## src/rtl/irrigation_phase_timer_pkg.sv

```systemverilog
// +----------------------------------------------------------------------+
// | irrigation_pkg                                                       |
// | Shared phase encoding and default tick limits for irrigation blocks.|
// | Revision: 1.0                                                        |
// +----------------------------------------------------------------------+
`default_nettype none

package irrigation_pkg;

  typedef enum logic [2:0] {
    PH_IDLE = 3'd0,
    PH_FILL = 3'd1,
    PH_ASP  = 3'd2,
    PH_GOT  = 3'd3,
    PH_LIMP = 3'd4,
    PH_WAIT = 3'd5,
    PH_HALT = 3'd6
  } phase_t;

  localparam int DEF_FILL_TICKS = 8;
  localparam int DEF_ASP_TICKS  = 16;
  localparam int DEF_GOT_TICKS  = 32;
  localparam int DEF_LIMP_TICKS = 4;
  localparam int DEF_CNT_W      = 8;

endpackage

`default_nettype wire

```

## src/rtl/irrigation_phase_timer_tick_edge_detect.sv

```systemverilog
// +----------------------------------------------------------------------+
// | tick_edge_detect                                                     |
// | Rising-edge strobe on Ctrl_clk; TICK_SYNC_EN adds a 2-flop sync.     |
// | Revision: 1.0                                                        |
// +----------------------------------------------------------------------+
`default_nettype none

module tick_edge_detect (
  input  logic clk,
  input  logic reset,
  input  logic Ctrl_clk,
  output logic tick_pulse
);

`ifdef TICK_SYNC_EN
  logic r_sync1;
  logic r_sync2;
  logic r_prev;

  always_ff @(posedge clk) begin
    if (reset) begin
      r_sync1 <= 1'b0;
      r_sync2 <= 1'b0;
      r_prev  <= 1'b0;
    end else begin
      r_sync1 <= Ctrl_clk;
      r_sync2 <= r_sync1;
      r_prev  <= r_sync2;
    end
  end

  assign tick_pulse = r_sync2 & ~r_prev;
`else
  logic r_prev;

  always_ff @(posedge clk) begin
    if (reset) begin
      r_prev <= 1'b0;
    end else begin
      r_prev <= Ctrl_clk;
    end
  end

  assign tick_pulse = Ctrl_clk & ~r_prev;
`endif

endmodule

`default_nettype wire

```

## src/rtl/irrigation_phase_timer.sv

```systemverilog
// +----------------------------------------------------------------------+
// | irrigation_phase_timer                                               |
// | Counts selector ticks per irrigation phase, pulses done on limit.    |
// | Optional macro: TICK_SYNC_EN (synchronize Ctrl_clk).                 |
// | Revision: 1.0                                                        |
// +----------------------------------------------------------------------+
`default_nettype none

module irrigation_phase_timer
  import irrigation_pkg::*;
#(
  parameter int FILL_TICKS = DEF_FILL_TICKS,
  parameter int ASP_TICKS  = DEF_ASP_TICKS,
  parameter int GOT_TICKS  = DEF_GOT_TICKS,
  parameter int LIMP_TICKS = DEF_LIMP_TICKS,
  parameter int CNT_W      = DEF_CNT_W
) (
  input  logic             clk,
  input  logic             reset,
  input  logic             Ctrl_clk,
  input  logic             start_fill,
  input  logic             state,
  input  logic             Aspersao,
  input  logic             Gotejamento,
  input  logic             Limpeza,
  input  logic             ERRO,
  output logic             fill_done,
  output logic             asp_done,
  output logic             got_done,
  output logic             limp_done,
  output logic [2:0]       phase,
  output logic [CNT_W-1:0] tick_count,
  output logic             busy,
  output logic             err_halt
);

  localparam logic [CNT_W-1:0] c_FILL_LAST = CNT_W'(FILL_TICKS - 1);
  localparam logic [CNT_W-1:0] c_ASP_LAST  = CNT_W'(ASP_TICKS - 1);
  localparam logic [CNT_W-1:0] c_GOT_LAST  = CNT_W'(GOT_TICKS - 1);
  localparam logic [CNT_W-1:0] c_LIMP_LAST = CNT_W'(LIMP_TICKS - 1);

  phase_t           r_phase;
  phase_t           w_phase_nxt;
  logic [CNT_W-1:0] r_cnt;
  logic [CNT_W-1:0] w_cnt_nxt;
  logic [3:0]       r_done;      // {limp, got, asp, fill}
  logic [3:0]       w_done_nxt;
  logic             w_tick;
  logic             w_req_fill;
  logic             w_any_req;
  logic             w_own_req;
  logic             w_higher_req;
  logic [CNT_W-1:0] w_last;
  logic [3:0]       w_done_sel;

  tick_edge_detect u_tick (
    .clk        (clk),
    .reset      (reset),
    .Ctrl_clk   (Ctrl_clk),
    .tick_pulse (w_tick)
  );

  assign w_req_fill = start_fill & state;
  assign w_any_req  = w_req_fill | Aspersao | Gotejamento | Limpeza;

  // Per-phase view: own request, anything outranking it, and its tick limit.
  always_comb begin
    w_own_req    = 1'b0;
    w_higher_req = 1'b0;
    w_last       = '0;
    w_done_sel   = 4'b0000;
    case (r_phase)
      PH_FILL: begin
        w_own_req  = w_req_fill;
        w_last     = c_FILL_LAST;
        w_done_sel = 4'b0001;
      end
      PH_ASP: begin
        w_own_req    = Aspersao;
        w_higher_req = w_req_fill;
        w_last       = c_ASP_LAST;
        w_done_sel   = 4'b0010;
      end
      PH_GOT: begin
        w_own_req    = Gotejamento;
        w_higher_req = w_req_fill | Aspersao;
        w_last       = c_GOT_LAST;
        w_done_sel   = 4'b0100;
      end
      PH_LIMP: begin
        w_own_req    = Limpeza;
        w_higher_req = w_req_fill | Aspersao | Gotejamento;
        w_last       = c_LIMP_LAST;
        w_done_sel   = 4'b1000;
      end
      default: ;
    endcase
  end

  always_comb begin
    w_phase_nxt = r_phase;
    w_cnt_nxt   = r_cnt;
    w_done_nxt  = 4'b0000;
    if (ERRO) begin
      w_phase_nxt = PH_HALT;
      w_cnt_nxt   = '0;
    end else begin
      case (r_phase)
        PH_IDLE: begin
          w_cnt_nxt = '0;
          if (w_req_fill)       w_phase_nxt = PH_FILL;
          else if (Aspersao)    w_phase_nxt = PH_ASP;
          else if (Gotejamento) w_phase_nxt = PH_GOT;
          else if (Limpeza)     w_phase_nxt = PH_LIMP;
        end
        PH_FILL, PH_ASP, PH_GOT, PH_LIMP: begin
          // Abort outranks completion when both land in the same cycle.
          if (!w_own_req || w_higher_req) begin
            w_phase_nxt = PH_IDLE;
            w_cnt_nxt   = '0;
          end else if (w_tick) begin
            if (r_cnt == w_last) begin
              w_phase_nxt = PH_WAIT;
              w_cnt_nxt   = '0;
              w_done_nxt  = w_done_sel;
            end else begin
              w_cnt_nxt = r_cnt + 1'b1;
            end
          end
        end
        PH_WAIT, PH_HALT: begin
          if (!w_any_req) w_phase_nxt = PH_IDLE;
        end
        default: begin
          w_phase_nxt = PH_IDLE;
          w_cnt_nxt   = '0;
        end
      endcase
    end
  end

  always_ff @(posedge clk) begin
    if (reset) begin
      r_phase <= PH_IDLE;
      r_cnt   <= '0;
      r_done  <= 4'b0000;
    end else begin
      r_phase <= w_phase_nxt;
      r_cnt   <= w_cnt_nxt;
      r_done  <= w_done_nxt;
    end
  end

  assign fill_done  = r_done[0];
  assign asp_done   = r_done[1];
  assign got_done   = r_done[2];
  assign limp_done  = r_done[3];
  assign phase      = r_phase;
  assign tick_count = r_cnt;
  assign busy       = (r_phase == PH_FILL) || (r_phase == PH_ASP) ||
                      (r_phase == PH_GOT)  || (r_phase == PH_LIMP);
  assign err_halt   = (r_phase == PH_HALT);

endmodule

`default_nettype wire
```

## config.mk

```make
export PLATFORM = sky130hd
export DESIGN_NAME = irrigation_phase_timer
export DESIGN_NICKNAME = d
export VERILOG_FILES = /design/src/rtl/irrigation_phase_timer_pkg.sv /design/src/rtl/irrigation_phase_timer_tick_edge_detect.sv /design/src/rtl/irrigation_phase_timer.sv
export SDC_FILE = /design/constraint.sdc
export NUM_CORES = 1
export LEC_CHECK = 0
export CAP_MARGIN = 20
export CORE_MARGIN = 4
export CORE_UTILIZATION = 43
export CTS_CLUSTER_SIZE = 25
export DETAILED_ROUTE_END_ITERATION = 16
export PLACE_DENSITY = 0.76
export SKIP_CTS_REPAIR_TIMING = 1
export SLEW_MARGIN = 20
export SYNTH_ARGS = -nofsm -noshare
export SYNTH_HDL_FRONTEND = slang
export SYNTH_SLANG_ARGS = --single-unit
export TNS_END_PERCENT = 20
```

## constraint.sdc

```tcl
create_clock -name clk -period 1.8 [get_ports clk]
set_clock_uncertainty 0.15 [all_clocks]
set_input_delay 0.36 -clock clk [delete_from_list [all_inputs] [get_ports clk]]
set_output_delay 0.36 -clock clk [all_outputs]
set_load 0.005 [all_outputs]
```

Word level (Yosys, flattened, before mapping)
Index checks and enable logic that the tools add are counted.
Widths: inputs -> output; s select.
Cells by class
  $add $sub $neg: 1
  equality and inequality tests: 15
  muxes and demuxes: 18
  bitwise gates (word level): 10
  reductions and logical operators: 13
Operators by type and width (count)
  $mux 3: 9
  $mux 8: 3
  $pmux 5 s4: 1
  $pmux 4 s4: 1
  $pmux 8 s2: 1
  $eq 3x3->1 const B: 3
  $pmux 3 s3: 1
  $add 8x1->8 const B: 1
  $eq 8x8->1: 1
  $reduce_and 4->1: 2
  $eq 3x2->1 const B: 2
  $ne 3x3->1 const B: 2
  $ne 6x6->1 const B: 1
  $reduce_or 6->1: 1
  $ne 5x5->1 const B: 1
  $not 1->1: 5
  $logic_or 1x1->1: 4
  $ne 4x3->1 const B: 1
  $ne 4x4->1 const B: 1
  $pmux 1 s4: 1
  $reduce_or 2->1: 2
  $reduce_or 4->1: 1
  $eq 3x1->1 const B: 1
  $logic_not 3->1: 1
  other kinds (7): 10
Word-level totals
  register bits after elaboration: 16
  input port bits: 9
  output and inout port bits: 17
  word-level logic and storage cells: 62

Depth between registers and ports, before layout
Gate-level depths: netlist (run 1).
  word-level depth: 8
  depth in mapped cells: 7
  mapped depth without buffers: 6

Modules after synthesis
From an unflattened synthesis (run 1), not the netlist that was laid out.
Unflattened totals
  cells, all modules: 120
  area, all modules: 1059.8 um^2
Modules (own cells, without submodules)
  irrigation_phase_timer: times used 1, cells each 117, area each 1012.2 um^2, sequential area each 300.3 um^2
  tick_edge_detect: times used 1, cells each 3, area each 47.5 um^2, sequential area each 20.0 um^2

Worst setup path before layout (run 1)
No wires, ideal clock.
  path type: register to register
  from: register r_phase[0] (netlist: phase[0])
  to: register r_cnt[6] (netlist: tick_count[6])
  setup time: 0.129 ns
  arrival time: 1.474 ns
  required time: 1.521 ns
  path slack: 0.046 ns
  cell stages (with the launch flop): 7
  buffers on the path: 0
  period minus slack after synthesis: 1.754 ns
  cell sequence: dfxtp_1 a22o_1 a2111oi_2 a32oi_2 nand4_1 xor2_1 nor2_1
Between the ends
  cells in the longest elaborated chain, start to end: 7
Ends and longest elaborated chain
  start, declared: RTL line irrigation_phase_timer.sv:42  | phase_t r_phase;
  start signal, assigned: RTL line irrigation_phase_timer.sv:148  | r_phase <= w_phase_nxt;
  $eq 3x3->1, or another cell as far along: RTL line irrigation_phase_timer.sv:72, irrigation_phase_timer.sv:108
  $pmux 5 s4: RTL line irrigation_phase_timer.sv:72  | case (r_phase)
  $eq 8x8->1: RTL line irrigation_phase_timer.sv:122  | if (r_cnt == w_last) begin
  $mux 8: RTL line irrigation_phase_timer.sv:122
  $mux 8: RTL line irrigation_phase_timer.sv:121  | end else if (w_tick) begin
  $mux 8: RTL line irrigation_phase_timer.sv:118  | if (!w_own_req || w_higher_req) begin
  $pmux 8 s2: RTL line irrigation_phase_timer.sv:108  | case (r_phase)
  end signal, assigned: RTL line irrigation_phase_timer.sv:149  | r_cnt <= w_cnt_nxt;
  end, declared: RTL line irrigation_phase_timer.sv:44  | logic [CNT_W-1:0] r_cnt;
Several ways; a longest one is shown, not always the timed one. The select of a mux whose other input is x is not followed.
A chain may end at the register's enable or synchronous reset.

Final worst setup path (run 1)
  from: register r_phase[0] (netlist: phase[0])
  to: register r_done[3]
Between the ends
  cells in the longest elaborated chain, start to end: 5
Ends and longest elaborated chain
  $eq 3x3->1, or another cell as far along: RTL line irrigation_phase_timer.sv:72, irrigation_phase_timer.sv:108
  $pmux 5 s4 or $pmux 1 s4 (tied branches): RTL line irrigation_phase_timer.sv:72
  $eq 8x8->1 or $logic_not 1->1 (tied branches): RTL line irrigation_phase_timer.sv:122, irrigation_phase_timer.sv:118
  $not 1->1 (no source line) or $logic_or 1x1->1 (tied branches)
  $reduce_or 6->1 (no source line)
  end signal, assigned: RTL line irrigation_phase_timer.sv:150  | r_done <= w_done_nxt;
  end, declared: RTL line irrigation_phase_timer.sv:46  | logic [3:0] r_done;
Several ways; a longest one is shown, not always the timed one.

==> flow_metrics.tcl, run 1 <==
set metrics [dict create \
    initial_utilization_pct 46.2 \
    core.rowCount 17 \
    rsz0062_at_grt "true" \
    numCtsBuffers 3 \
    final_layout_size_suffix_gt1_share_pct 40.0 \
    r2r_cells 7 \
    htree_levels 1 \
    ys_seq_elements 16 \
    cts_tree "done" \
    cp.required_ps 1870 \
    pin_count 26 \
    whs_ps 418 \
    place_congestion 0.930 \
    maxCapViolations 0 \
    grt_pass1_wl_um 4490 \
    slew_headroom_pct 73.0 \
    critPathMaxFanout 11 \
    power_w 0.00102 \
    syn-cell-area_um2 1040 \
    design_area_um2 1680 \
    wl_um 3070 \
    synth_edf_count 0 \
    seq_area_frac_synth_pct 30.7 \
    final.min_clock_period_ps 2050 \
    fmax_mhz 487 \
    via_per_inst 5.45 \
    worst-setup-path-type "reg2reg" \
    async_flop_share_pct 0 \
    cp_slowest_cell "dfxtp_2" \
    dp_cells 197 \
    wl_per_cell_um 14.8 \
    reg2reg_from "phase[0]" \
    area_growth_pct 60.7 \
    crit_chain "buf_12 > a22o_4 > a211oi_2 > a21oi_2 > nor3_2 > o211ai_2 > nor4b_2" \
    instances_no_fill 208 \
    hold_start "tick_count[7]" \
    grt.overflow.total 0 \
    core_area_um2 2250 \
    insertion_delay_ps 310 \
    post-route-period-util_pct 114 \
    crit_family "compound AO/OA/AOI/OAI gates" \
    outcome "complete, but fails checks" \
    dieHeight_um 57.2 \
    globalRouteTotalUtil_pct 17.2 \
    clkTransAtPathRegs_ps 100 \
    whs_path_depth 2 \
    port_buffers 25 \
    dieArea_um2 3280 \
    path_buf_inv 1 \
    synth_top_cell_area_share_pct 30.7 \
    ant_nets 0 \
    violations "setup timing" \
    ys_types 44 \
    clockBufferDepth 2 \
    power_density_nw_per_um2 611 \
    clockRootBuffer "clkbuf_4" \
    clock_sinks 16 \
    synth_flop_cell "dfxtp_1" \
    hpwlAfterDp_um 2080 \
    hold_viol_final 0 \
    yosysTopAreaCell "dfxtp_1" \
    syn_area_per_cell_um2 8.61 \
    syn-instance-count 121 \
    grt_max_degree 13 \
    nets 191 \
    cp-start-kind "register" \
    synthesis.nets 131 \
    yosysWarnings 0 \
    antenna_found_initial 0 \
    vias 1134 \
    insertedDiodeCount 0 \
    die_x_um 57.2 \
    critPathCaptureType "register" \
    dr.pass1.iters 4 \
    setup_ws_ps -253 \
    vdd_drop_max_v 0.000508 \
    worstSetupStartpoint "phase[0]" \
    arrival_ps 2120 \
    slew_violations 0 \
    drt_iter0_drc 29 \
    hold_path_class "reg2reg" \
    placed_area_um2 1510 \
    setup_violations 16 \
    synth_area_leaders "dfxtp_1 (31%), nor2_1 (5.4%), nand2_1 (5.0%), xor2_1 (5.0%), a32oi_2 (3.1%)" \
    max_stage_delay_ps 350 \
    tightest_slew_ps 404 \
    cp.depth 7 \
    grt_pass1_vias 1048 \
    power.leakage_nw 0.700 \
    drc_errors 0 \
]
==> routing by layer <==
layer	part of all wire, %	GRT usage [%]	vias up	wire, µm
li1	-	-	564	-
met1	38	18.9	533	1170
met2	55	31.3	31	1690
met3	5.1	4.52	6	156
met4	1.9	6.62	0	57
met5	0	0	-	0
==> where the power goes <==
part	switching [W]	internal, W	total (W)
logic	0.000179	0.000207	0.000386
registers	0.0000197	0.000365	0.000385
clock network	0.000128	0.000124	0.000252
==> cells by family after synthesis <==
family | Yosys count | synth area share [%]
and+or+nand+nor | 54 | 28.1
AOI/OAI and AO/OA | 30 | 25.0
DFF | 16 | 30.7
buffers and inverters | 10 | 5.76
xor gates and xnor gates | 9 | 8.28
muxes | 1 | 0.960
adders and majority gates | 1 | 1.20
==> per-stage QoR <==
stage               setup TNS, ps  util (%)  setup slack (ps)
floorplan                       0         -              45.9
global placement            -7100      66.9              -524
detailed placement          -8100      66.9              -634
CTS                         -4560      68.5              -416
global route                -4090      74.3              -372
finish                      -2370      74.3              -253
==> final cells by class <==
cell class	count	area (µm²)
Inverter	5	21.3
Fill cell	174	579
Clock buffer	4	36.3
Multi-Input combinational cell	95	718
Timing Repair Buffer	60	531
Tap cell	28	35.0
Sequential cell	16	334
==> placed cells by master, fill, tap and decap left out, drive strengths merged, types with 4 or more instances in the layout <==
cell type and instances:
a211oi 5, nand2 14, nor3 4, clkbuf 6
dlymetal6s2s 4, buf 36, inv 5, nor2 16
xor2 6, dfxtp 16, nand4 4, clkdlybuf4s50 18
o21ai 4, a21oi 4
==> worst min-delay path: cells and delay by family (launching register included) <==
kind / cells / cell delay (ps)
DFF: 1 / 390
xor gates and xnor gates: 1 / 80
and+or+nand+nor: 1 / 70
==> worst paths after layout <==
| kind | slack [ps] | endpoint |
|---|---|---|
| min reg2reg | 420 | tick_count[7] |
| min | 420 | tick_count[7] |
| max | -250 | r_done[3] |
| max reg2reg | -250 | r_done[3] |
==> flip-flops by register name, indices dropped and copies added, names as in the netlist <==
signal         flops
phase              3
r_done             4
tick_count         8
u_tick.r_prev      1
==> cells in the mapped netlist (2+ instances only) <==
master and instances:
dfxtp_1 16, nor2_1 15, nand2_1 14, xor2_1 6, a21oi_1 4, buf_4 4
inv_1 4, nand4_1 4, a211oi_1 3, nor2b_1 3, nor3_1 3, o21a_1 3
o21ai_0 3, a211oi_2 2, a31oi_1 2, a32oi_2 2, and3_1 2, nand3_1 2
nand4b_1 2, o211ai_2 2, xnor2_1 2
Power figures use the tool's default switching activity.
==> inputs of run 2 (changes only) <==
--- a/config.mk
+++ b/config.mk
@@ -10,7 +10,7 @@
 export CORE_UTILIZATION = 43
 export CTS_CLUSTER_SIZE = 25
 export DETAILED_ROUTE_END_ITERATION = 16
-export PLACE_DENSITY = 0.76
+export PLACE_DENSITY = 0.78
 export SKIP_CTS_REPAIR_TIMING = 1
 export SLEW_MARGIN = 20
 export SYNTH_ARGS = -nofsm -noshare
==> flow_metrics.tcl, run 2 (synthesis results as in run 1) <==
set metrics [dict create \
    grt_pass1_vias 1074 \
    place_ws_ps -629 \
    drc_errors 0 \
    clockRootBuffer "clkbuf_4" \
    rsz0062_at_grt "true" \
    hpwlAfterDp_um 2280 \
    slew_violations 0 \
    grt_max_degree 10 \
    critPathCaptureType "output pin" \
    cp-start-kind "register" \
    power_density_nw_per_um2 608 \
    wl_um 3140 \
    antenna_found_initial 0 \
    maxCapViolations 0 \
    drt_iter0_drc 12 \
    power_w 0.00102 \
    cp.required_ps 1290 \
    fmax_mhz 491 \
    setup_violations 16 \
    max_stage_delay_ps 500 \
    core_area_um2 2250 \
    reg2reg_to "tick_count[7]" \
    initial_utilization_pct 46.2 \
    slew_headroom_pct 69.7 \
    layout.cells.most_common_list "buf_4 (35), clkdlybuf4s50_1 (19), nor2_1 (15)" \
    dieArea_um2 3280 \
    critPathMaxFanout 6 \
    post-route-period-util_pct 113 \
    dr.pass1.iters 4 \
    globalRouteTotalUtil_pct 17.5 \
    insertedDiodeCount 0 \
    place_congestion 1.00 \
    grt.overflow.total 0 \
    power.leakage_nw 0.709 \
    die_x_um 57.2 \
    nets 193 \
    reg2reg_setup_slack_ps -140 \
    hold_end "tick_count[4]" \
    vias 1161 \
    r2r_cells 6 \
    crit_chain "buf_4 > and3_1 > clkdlybuf4s50_1" \
    pin_count 26 \
    whs_path_depth 2 \
    hold_start "tick_count[4]" \
    tightest_slew_ps 455 \
    cts_tree "done" \
    hold_path_class "reg2reg" \
    final.min_clock_period_ps 2040 \
    vdd_drop_max_v 0.000446 \
    violations "setup timing" \
    clkTransAtPathRegs_ps 110 \
    hold_viol_final 0 \
    dp_cells 198 \
    setup-tns-final_ps -1820 \
    port_buffers 25 \
    arrival_ps 1530 \
    reg2reg_from "phase[0]" \
    dieHeight_um 57.2 \
    htree_levels 1 \
    numCtsBuffers 3 \
    placed_area_um2 1500 \
    ant_nets 0 \
    worstSetupStartpoint "phase[1]" \
    outcome "complete, but fails checks" \
    area_growth_pct 60.9 \
    core.rowCount 17 \
    final_layout_size_suffix_gt1_share_pct 39.6 \
    clock_sinks 16 \
    instances_no_fill 210 \
    worst-setup-path-type "reg2out" \
    clockBufferDepth 2 \
    via_per_inst 5.53 \
    wl_per_cell_um 15.0 \
    mostFrequentLayoutCell "buf_4" \
    grt_pass1_wl_um 4560 \
    design_area_um2 1680 \
    cp_slowest_cell "clkdlybuf4s50_1" \
    setup_ws_ps -236 \
    insertion_delay_ps 300 \
    largest_reg_flops 8 \
]
==> run 2: cell types whose count changed in the layout (fill, tap and decap cells not counted), sizes merged <==
cell,delta
clkdlybuf4s50,+1
buf,+2
clkbuf,-2
dlymetal6s2s,+1
==> run 2: per-layer routing <==
metal / global-route usage, % / share of wire, % / vias to the layer above
li1: - / - / 566
met4: 8.94 / 4.5 / 0
met1: 19.3 / 39 / 542
met2: 31.6 / 51 / 40
met3: 3.39 / 5.3 / 13
met5: 0 / 0 / -
==> run 2: how the worst max path moves through the flow <==
stage | end
floorplan | tick_count[6]
global placement | tick_count[6]
detailed placement | tick_count[7]
CTS | busy
global route | err_halt
finish | err_halt
==> run 2: per-stage QoR <==
stage	util, %	hold slack (ps)
3_3_place_gp	66.7	373
6_report	74.4	408
3_5_place_dp	66.7	411
5_1_grt	74.4	442
2_1_floorplan	-	282
4_1_cts	68.3	434
==> run 2: final cells by class <==
cell class | instances | area, µm²
Sequential cell | 16 | 337
Multi-Input combinational cell | 95 | 707
Inverter | 5 | 18.8
Clock buffer | 4 | 36.3
Timing Repair Buffer | 62 | 543
Fill cell | 172 | 578
Tap cell | 28 | 35.0
==> run 2: power breakdown <==
group / switching, W / total [W] / internal, W
clock: 0.000134 / 0.000258 / 0.000124
sequential: 0.0000171 / 0.000382 / 0.000365
combinational: 0.000178 / 0.000380 / 0.000202
==> run 2: worst max-delay path, delay by kind of cell (launching register included) <==
kind / cells / cell delay (ps)
and+or+nand+nor: 1 / 160
buffers and inverters: 2 / 660
DFF: 1 / 410
==> inputs of run 3 (changes only) <==
--- a/config.mk
+++ b/config.mk
@@ -5,6 +5,7 @@
 export SDC_FILE = /design/constraint.sdc
 export NUM_CORES = 1
 export LEC_CHECK = 0
+export ABC_CLOCK_PERIOD_IN_PS = 1800
 export CAP_MARGIN = 20
 export CORE_MARGIN = 4
 export CORE_UTILIZATION = 43
@@ -12,7 +13,7 @@
 export DETAILED_ROUTE_END_ITERATION = 16
 export PLACE_DENSITY = 0.78
 export SKIP_CTS_REPAIR_TIMING = 1
-export SLEW_MARGIN = 20
+export SLEW_MARGIN = 25
 export SYNTH_ARGS = -nofsm -noshare
 export SYNTH_HDL_FRONTEND = slang
 export SYNTH_SLANG_ARGS = --single-unit
==> results of run 3 <==
The final DEF is identical to that of run 2; final timing and power are the same.
